## src/rtl/clock_pkg.sv

```systemverilog
// Shared widths, digit limits and reset values for the time-of-day counter.
// Also holds the hour sequencing helper used by the top level.
package clock_pkg;

    localparam int unsigned ONES_W      = 4;
    localparam int unsigned TENS_W      = 3;
    localparam int unsigned HR_TENS_W   = 2;

    localparam int unsigned ONES_LIMIT  = 9;
    localparam int unsigned TENS_LIMIT  = 5;
    localparam int unsigned HR_LIMIT_12 = 12;
    localparam int unsigned HR_LIMIT_24 = 23;

    typedef enum logic [1:0] {
        OP_HOLD,
        OP_TICK,
        OP_SET
    } op_e;

    typedef struct packed {
        logic [HR_TENS_W-1:0] tens;
        logic [ONES_W-1:0]    ones;
    } hour_t;

    localparam hour_t RST_HR_12 = '{tens: 2'd1, ones: 4'd2};
    localparam hour_t RST_HR_24 = '{tens: 2'd0, ones: 4'd0};

    // 12-hour mode runs 12,01..11,12; 24-hour mode runs 00..23,00.
    function automatic hour_t next_hour(input hour_t cur, input logic twenty_four);
        logic [4:0] h;
        hour_t      r;
        h = 5'(cur.tens) * 5'd10 + 5'(cur.ones);
        if (twenty_four)
            h = (h == 5'(HR_LIMIT_24)) ? 5'd0 : h + 5'd1;
        else
            h = (h == 5'(HR_LIMIT_12)) ? 5'd1 : h + 5'd1;
        r.tens = HR_TENS_W'(h / 5'd10);
        r.ones = ONES_W'(h % 5'd10);
        return r;
    endfunction

endpackage

```

## src/rtl/time_of_day_counter_if.sv

```systemverilog
// Control inputs and BCD time outputs of the time-of-day counter.
interface time_of_day_counter_if;

    logic                                TICK;
    logic                                RUN;
    logic                                SET_MIN;
    logic                                SET_HR;
    logic [clock_pkg::ONES_W-1:0]        SEC_ONES;
    logic [clock_pkg::TENS_W-1:0]        SEC_TENS;
    logic [clock_pkg::ONES_W-1:0]        MIN_ONES;
    logic [clock_pkg::TENS_W-1:0]        MIN_TENS;
    logic [clock_pkg::ONES_W-1:0]        HR_ONES;
    logic [clock_pkg::HR_TENS_W-1:0]     HR_TENS;
    logic                                PM;
    logic                                MIN_PULSE;
    logic                                DAY_PULSE;

    modport master (
        output TICK, RUN, SET_MIN, SET_HR,
        input  SEC_ONES, SEC_TENS, MIN_ONES, MIN_TENS, HR_ONES, HR_TENS,
        input  PM, MIN_PULSE, DAY_PULSE
    );

    modport slave (
        input  TICK, RUN, SET_MIN, SET_HR,
        output SEC_ONES, SEC_TENS, MIN_ONES, MIN_TENS, HR_ONES, HR_TENS,
        output PM, MIN_PULSE, DAY_PULSE
    );

endinterface

```

## src/rtl/bcd_digit_counter.sv

```systemverilog
// Single mod-(LIMIT+1) digit, falling-edge clocked, with enable, sync clear and carry-out.
module bcd_digit_counter #(
    parameter int unsigned WIDTH = 4,
    parameter int unsigned LIMIT = 9
) (
    input  logic             clk,
    input  logic             rst_n,
    input  logic             en,
    input  logic             clr,
    output logic [WIDTH-1:0] q,
    output logic             co
);

    logic at_limit;

    assign at_limit = (q == WIDTH'(LIMIT));
    assign co       = en & at_limit;

    always_ff @(negedge clk or negedge rst_n) begin
        if (!rst_n)
            q <= '0;
        else if (clr)
            q <= '0;
        else if (en)
            q <= at_limit ? '0 : q + WIDTH'(1);
    end

endmodule

```

## src/rtl/time_of_day_counter.sv

```systemverilog
// BCD time-of-day counter: seconds/minutes from digit counters, hours and PM locally.
// All state changes on the falling edge of CLK; CLEAR is an asynchronous active-low reset.
module time_of_day_counter
    import clock_pkg::*;
#(
    parameter bit TWENTY_FOUR = 1'b0
) (
    input  logic                  CLK,
    input  logic                  CLEAR,
    time_of_day_counter_if.slave  tod
);

    localparam hour_t HR_RST = TWENTY_FOUR ? RST_HR_24 : RST_HR_12;

    op_e   op;
    logic  tick_adv;
    logic  do_set_min;
    logic  do_set_hr;

    logic [ONES_W-1:0] sec_ones_q;
    logic [TENS_W-1:0] sec_tens_q;
    logic [ONES_W-1:0] min_ones_q;
    logic [TENS_W-1:0] min_tens_q;
    logic              sec_ones_co;
    logic              sec_wrap;
    logic              min_ones_co;
    logic              min_wrap;

    hour_t hr_q;
    logic  pm_q;
    logic  min_pulse_q;
    logic  day_pulse_q;
    logic  hr_adv;
    logic  at_eleven;
    logic  at_23;
    logic  day_roll;

    // Any set request wins over TICK for the whole cycle.
    always_comb begin
        op = OP_HOLD;
        if (tod.SET_MIN || tod.SET_HR)
            op = OP_SET;
        else if (tod.TICK && tod.RUN)
            op = OP_TICK;
    end

    assign tick_adv   = (op == OP_TICK);
    assign do_set_min = (op == OP_SET) && tod.SET_MIN;
    assign do_set_hr  = (op == OP_SET) && tod.SET_HR;

    bcd_digit_counter #(.WIDTH(ONES_W), .LIMIT(ONES_LIMIT)) u_sec_ones (
        .clk(CLK), .rst_n(CLEAR), .en(tick_adv), .clr(do_set_min),
        .q(sec_ones_q), .co(sec_ones_co)
    );

    bcd_digit_counter #(.WIDTH(TENS_W), .LIMIT(TENS_LIMIT)) u_sec_tens (
        .clk(CLK), .rst_n(CLEAR), .en(sec_ones_co), .clr(do_set_min),
        .q(sec_tens_q), .co(sec_wrap)
    );

    bcd_digit_counter #(.WIDTH(ONES_W), .LIMIT(ONES_LIMIT)) u_min_ones (
        .clk(CLK), .rst_n(CLEAR), .en(sec_wrap | do_set_min), .clr(1'b0),
        .q(min_ones_q), .co(min_ones_co)
    );

    bcd_digit_counter #(.WIDTH(TENS_W), .LIMIT(TENS_LIMIT)) u_min_tens (
        .clk(CLK), .rst_n(CLEAR), .en(min_ones_co), .clr(1'b0),
        .q(min_tens_q), .co(min_wrap)
    );

    // A minute wrap from SET_MIN must not carry, so only a ticked wrap feeds hours.
    assign hr_adv    = (tick_adv & min_wrap) | do_set_hr;
    assign at_eleven = (hr_q.tens == 2'd1) && (hr_q.ones == 4'd1);
    assign at_23     = (hr_q.tens == 2'd2) && (hr_q.ones == 4'd3);
    assign day_roll  = tick_adv & min_wrap & (TWENTY_FOUR ? at_23 : (at_eleven & pm_q));

    always_ff @(negedge CLK or negedge CLEAR) begin
        if (!CLEAR) begin
            hr_q        <= HR_RST;
            pm_q        <= 1'b0;
            min_pulse_q <= 1'b0;
            day_pulse_q <= 1'b0;
        end else begin
            if (hr_adv)
                hr_q <= next_hour(hr_q, TWENTY_FOUR);
            if (!TWENTY_FOUR && hr_adv && at_eleven)
                pm_q <= ~pm_q;
            min_pulse_q <= sec_wrap;
            day_pulse_q <= day_roll;
        end
    end

    assign tod.SEC_ONES  = sec_ones_q;
    assign tod.SEC_TENS  = sec_tens_q;
    assign tod.MIN_ONES  = min_ones_q;
    assign tod.MIN_TENS  = min_tens_q;
    assign tod.HR_ONES   = hr_q.ones;
    assign tod.HR_TENS   = hr_q.tens;
    assign tod.PM        = TWENTY_FOUR ? 1'b0 : pm_q;
    assign tod.MIN_PULSE = min_pulse_q;
    assign tod.DAY_PULSE = day_pulse_q;

endmodule

```

## src/flat_wrapper.sv

```systemverilog
// flat-port wrapper written by rule: the top's interface ports become plain ports
module time_of_day_counter_flat import clock_pkg::*;
#(
    parameter bit TWENTY_FOUR = 1'b0
)
  (CLK, CLEAR, tod_TICK, tod_RUN, tod_SET_MIN, tod_SET_HR, tod_SEC_ONES, tod_SEC_TENS, tod_MIN_ONES, tod_MIN_TENS, tod_HR_ONES, tod_HR_TENS, tod_PM, tod_MIN_PULSE, tod_DAY_PULSE);
  time_of_day_counter_if tod_i ();
  input  logic CLK;
  input  logic CLEAR;
  input wire logic [$bits(tod_i.TICK)-1:0] tod_TICK;
  input wire logic [$bits(tod_i.RUN)-1:0] tod_RUN;
  input wire logic [$bits(tod_i.SET_MIN)-1:0] tod_SET_MIN;
  input wire logic [$bits(tod_i.SET_HR)-1:0] tod_SET_HR;
  output wire logic [$bits(tod_i.SEC_ONES)-1:0] tod_SEC_ONES;
  output wire logic [$bits(tod_i.SEC_TENS)-1:0] tod_SEC_TENS;
  output wire logic [$bits(tod_i.MIN_ONES)-1:0] tod_MIN_ONES;
  output wire logic [$bits(tod_i.MIN_TENS)-1:0] tod_MIN_TENS;
  output wire logic [$bits(tod_i.HR_ONES)-1:0] tod_HR_ONES;
  output wire logic [$bits(tod_i.HR_TENS)-1:0] tod_HR_TENS;
  output wire logic [$bits(tod_i.PM)-1:0] tod_PM;
  output wire logic [$bits(tod_i.MIN_PULSE)-1:0] tod_MIN_PULSE;
  output wire logic [$bits(tod_i.DAY_PULSE)-1:0] tod_DAY_PULSE;
  assign tod_i.TICK = tod_TICK;
  assign tod_i.RUN = tod_RUN;
  assign tod_i.SET_MIN = tod_SET_MIN;
  assign tod_i.SET_HR = tod_SET_HR;
  assign tod_SEC_ONES = tod_i.SEC_ONES;
  assign tod_SEC_TENS = tod_i.SEC_TENS;
  assign tod_MIN_ONES = tod_i.MIN_ONES;
  assign tod_MIN_TENS = tod_i.MIN_TENS;
  assign tod_HR_ONES = tod_i.HR_ONES;
  assign tod_HR_TENS = tod_i.HR_TENS;
  assign tod_PM = tod_i.PM;
  assign tod_MIN_PULSE = tod_i.MIN_PULSE;
  assign tod_DAY_PULSE = tod_i.DAY_PULSE;
  time_of_day_counter #(.TWENTY_FOUR(TWENTY_FOUR)) u_core (.CLK(CLK), .CLEAR(CLEAR), .tod(tod_i));
endmodule
```

## config.mk

```make
export PLATFORM = sky130hd
export DESIGN_NAME = time_of_day_counter_flat
export DESIGN_NICKNAME = d
export VERILOG_FILES = /design/src/rtl/clock_pkg.sv /design/src/rtl/time_of_day_counter_if.sv /design/src/rtl/bcd_digit_counter.sv /design/src/rtl/time_of_day_counter.sv /design/src/flat_wrapper.sv
export SDC_FILE = /design/constraint.sdc
export NUM_CORES = 1
export LEC_CHECK = 0
export ABC_AREA = 0
export CAP_MARGIN = 20
export CORE_MARGIN = 2
export CORE_UTILIZATION = 40
export CTS_BUF_LIST = sky130_fd_sc_hd__clkbuf_16
export DETAILED_ROUTE_END_ITERATION = 6
export GPL_TIMING_DRIVEN = 0
export PLACE_DENSITY = 0.62
export SLEW_MARGIN = 20
export SYNTH_ARGS = -nofsm -noshare
export SYNTH_HDL_FRONTEND = slang
export SYNTH_SLANG_ARGS = --single-unit
```

## constraint.sdc

```tcl
create_clock -name CLK -period 8.1 [get_ports CLK]
set_input_delay 2.025 -clock CLK [delete_from_list [all_inputs] [get_ports CLK]]
set_output_delay 2.025 -clock CLK [all_outputs]
set_load 0.1 [all_outputs]
```

== Word level (Yosys, flattened, before mapping) ==
Index checks and enable logic that the tools add are counted.

* Flip-flop bits (word level): 23
* Output and inout bits: 23

* Add/subtract/negate cells: 6
* Multiply operators: 1
* Div/mod/pow operators: 2
* Equality and inequality tests: 9
* Multiplexer cells: 12
* Bitwise gates (word level): 10
* Reductions and logical operators: 8

{| class="wikitable"
|+ Operators by type and width
! cell !! count
|-
| $mux 4 || 4
|-
| $mux 3 || 4
|-
| $mux 5 || 2
|-
| $add 4x1->4 const B || 2
|-
| $eq 4x4->1 const B || 2
|-
| $and 1x1->1 || 7
|-
| $add 3x1->3 const B || 2
|-
| $eq 3x3->1 const B || 2
|-
| $add 5x1->5 const B || 1
|-
| $add 5x4->5 || 1
|-
| $div 5x4->5 const B || 1
|-
| $eq 5x4->1 const B || 1
|-
| $logic_and 1x1->1 || 5
|-
| $mod 5x4->5 const B || 1
|-
| $eq 2x1->1 const B || 2
|-
| $eq 4x1->1 const B || 1
|-
| $mul 2x3->4 const B || 1
|-
| $reduce_bool 2->1 || 2
|-
| $eq 2x2->1 const B || 1
|-
| $mux 2 || 1
|-
| $or 1x1->1 || 2
|-
| $logic_or 1x1->1 || 1
|-
| $mux 1 || 1
|-
| $not 1->1 || 1
|}

== Longest topological paths before layout ==
* Depth after elaboration: 13
* Depth in mapped cells: 17
* Mapped depth without buffers: 16

== Modules after synthesis ==
Synthesis repeated with hierarchy kept, for this count alone.

* Cells, all modules: 191
* Area total of the unflattened synthesis: 1,749.2 um^2

{| class="wikitable"
|+ By module, submodules not included
! module !! times used !! cells each !! area an instance (um^2)
|-
| time_of_day_counter || 1 || 115 || 968.4
|-
| bcd_digit_counter (u_core.u_min_ones ...) || 2 || 26 || 241.5
|-
| bcd_digit_counter (u_core.u_min_tens ...) || 2 || 12 || 148.9
|}

==> impl_metrics.env <==
export IMPL_clk_latency_ns=0.34
export IMPL_post_route_util_pct=51.8
export IMPL_clockRootBuffer="clkbuf_16"
export IMPL_grt_pass1_vias=1360
export IMPL_cts_sinks=23
export IMPL_drt_iter0_drc=78
export IMPL_slew_headroom_pct=34.9
export IMPL_hpwl_mm=2.74
export IMPL_synth_area_leaders="dfrtn_1, ha_1, nor2_1, nand2_1, xnor2_1"
export IMPL_avgSynthCellArea_um2=9.03
export IMPL_die_w_um=67.9
export IMPL_crit_chain="clkdlybuf4s50_1"
export IMPL_critPathBufInv=1
export IMPL_critPathTopFamily="buffers and inverters"
export IMPL_cts_max_level=1
export IMPL_grt_usage_pct=17.5
export IMPL_cts_path_max_buffers=2
export IMPL_yosysWarnings=0
export IMPL_cts_tree="built"
export IMPL_ys_ff_latch=23
export IMPL_clk_pin_slew_ns=0.04
export IMPL_finalWirelength_mm=3.55
export IMPL_core_um2=3970
export IMPL_setup_viol=0
export IMPL_slowest_delay_ns=1.18
export IMPL_synth_edf_count=0
export IMPL_cp_start_kind="flip-flop"
export IMPL_critPathRequiredTime_ns=6.08
export IMPL_layout_area_overhead_vs_synth_pct=25.9
export IMPL_hold_violations=0
export IMPL_rsz0062_at_grt="false"
export IMPL_drtAntennaViolNets=0
export IMPL_rows=23
export IMPL_cp_max_fo=7
export IMPL_antenna_found_initial=0
export IMPL_worstMarginPinSlew_ns=0.973
export IMPL_skew_ns=0.0555
export IMPL_n_antenna_cell=0
export IMPL_die_h_um=67.9
export IMPL_critPathArrivalTime_ns=6.03
export IMPL_synth_top_area_share_pct=32.2
export IMPL_numCtsBuffers=3
export IMPL_final_nets=230
export IMPL_hp_class="reg -> reg"
export IMPL_critPathKind="reg -> out"
export IMPL_viasPerCell=5.42
export IMPL_fill_cells=381
export IMPL_dieArea_um2=4610
export IMPL_ys_seq_area_share_pct=35.4
export IMPL_grt_first_pass_wirelength_mm=6.16
export IMPL_io_buffers=27
export IMPL_syn_inst=181
export IMPL_synth_distinct_cells=55
export IMPL_drc=0
export IMPL_vias=1425
export IMPL_multiInputGateArea_um2=983
export IMPL_crit_path_end_kind="output pin"
export IMPL_firstDrtPassIters=4
export IMPL_initial_core_util_pct=41.1
export IMPL_seq_area_um2=578
export IMPL_synth_largest_area_cell="dfrtn_1"
export IMPL_synth_flop_cell="dfrtn_1"
export IMPL_maxCapViolations=0
export IMPL_syn_area_um2=1630
export IMPL_post_drt_wl_per_cell_um=13.5
export IMPL_ioPinCount=29
export IMPL_async_reset_ff_share_pct=100
export IMPL_slew_viol_final=0
export IMPL_status="finished, final reports clean"
export IMPL_cts_hold_buf=0
export IMPL_gp_congestion=0.888
export IMPL_synth_fp_nets=197
export IMPL_grt_overflow=0
export IMPL_slowest_stage="clkdlybuf4s50_1"
export IMPL_grt_max_degree=24
export IMPL_drive_above_1_share_pct=11.3
[sequential cells by signal, summed over array words and instances, names as in the netlist]
signal / flops
u_core.tod.DAY_PULSE: 1
u_core.tod.HR_ONES: 4
u_core.tod.HR_TENS: 2
u_core.tod.MIN_PULSE: 1
u_core.tod.PM: 1
u_core.u_min_ones.q: 4
u_core.u_min_tens.q: 3
u_core.u_sec_ones.q: 4
u_core.u_sec_tens.q: 3
[per-layer routing]
layer	track usage [%]	share of wire, %
met1	24.2	49
met2	27.8	46
met3	4.11	3.8
met4	3.75	0.79
met5	0	0
[final timing paths]
| kind | depth (start not counted) | slack, ns | end | from |
|---|---|---|---|---|
| setup / recovery | 1 | 0.05 | tod_MIN_ONES[1] | u_core.u_min_ones.q[1] |
| hold / removal | 1 | 0.43 | u_core.tod.PM | u_core.tod.PM |
| setup reg to reg | 15 | 4.35 | u_core.tod.HR_ONES[3] | u_core.tod.HR_TENS[0] |
| hold reg to reg | 1 | 0.43 | u_core.tod.PM | u_core.tod.PM |
| max in group asynchronous | 1 | 2.02 | u_core.tod.HR_ONES[1] | CLEAR |
| min in group asynchronous | 1 | 5.65 | u_core.u_min_ones.q[0] | CLEAR |
[cell usage after synthesis, types with 3 or more instances]
library cell,instances
nor2_1,25
dfrtn_1,21
nand2_1,19
inv_1,11
o21ai_0,10
a21oi_1,9
ha_1,9
xnor2_1,8
mux2i_1,5
nand3_1,5
nand3b_1,4
a31oi_1,3
nor3_1,3
[stage by stage]
stage	setup WS (ns)	hold slack (ns)	cell area (um^2)	instances	setup TNS, ns
2_1_floorplan	0.230	0.728	1630	181	0
3_3_place_gp	-0.226	0.422	1970	258	-1.39
3_5_place_dp	-0.249	0.435	1970	258	-1.69
4_1_cts	0.0266	0.435	2050	263	0
5_1_grt	0.00914	0.472	2060	263	0
6_report	0.0459	0.433	2060	263	0
[area by class of cell]
type / count / area share, %
buffer: 5 / 1.70
tap: 50 / 3.04
clock inverter: 3 / 0.791
timing repair buffer: 27 / 13.1
inverter: 10 / 1.82
sequential: 23 / 28.1
multi-input combinational: 142 / 47.8
clock buffer: 3 / 3.65
[what timing repair did]
action,in CTS,in global routing
setup endpoints to repair,3,9
resized for setup,3,4
buffers inserted,0,0
endpoints found under the hold margin,0,0
[placed cells by master, fill, tap and decap left out, types with 3 or more instances in the layout]
cell type         n
nand2_1          19
mux2i_1           5
xnor2_1           8
dlymetal6s2s_1    3
dlygate4sd2_1     3
dfrtn_1          21
clkdlybuf4s50_1  20
o21ai_0          10
a31oi_1           3
nand3b_1          4
clkbuf_16         3
nand3_1           5
nor3_1            3
nor2_1           25
a21oi_1           9
inv_1            12
ha_1              9
[cells by family after synthesis]
group,after synthesis,synth area share (%)
adders and majority gates,10,8.12
AOI/OAI and AO/OA,43,18.3
xor gates and xnor gates,10,5.82
and+or+nand+nor,71,22.4
muxes,8,5.36
buffers and inverters,16,4.67
DFF,23,35.4
Power is left out: the tool's default activity adds up to more than one toggle a clock period on the data nets, which glitch-free logic cannot reach.
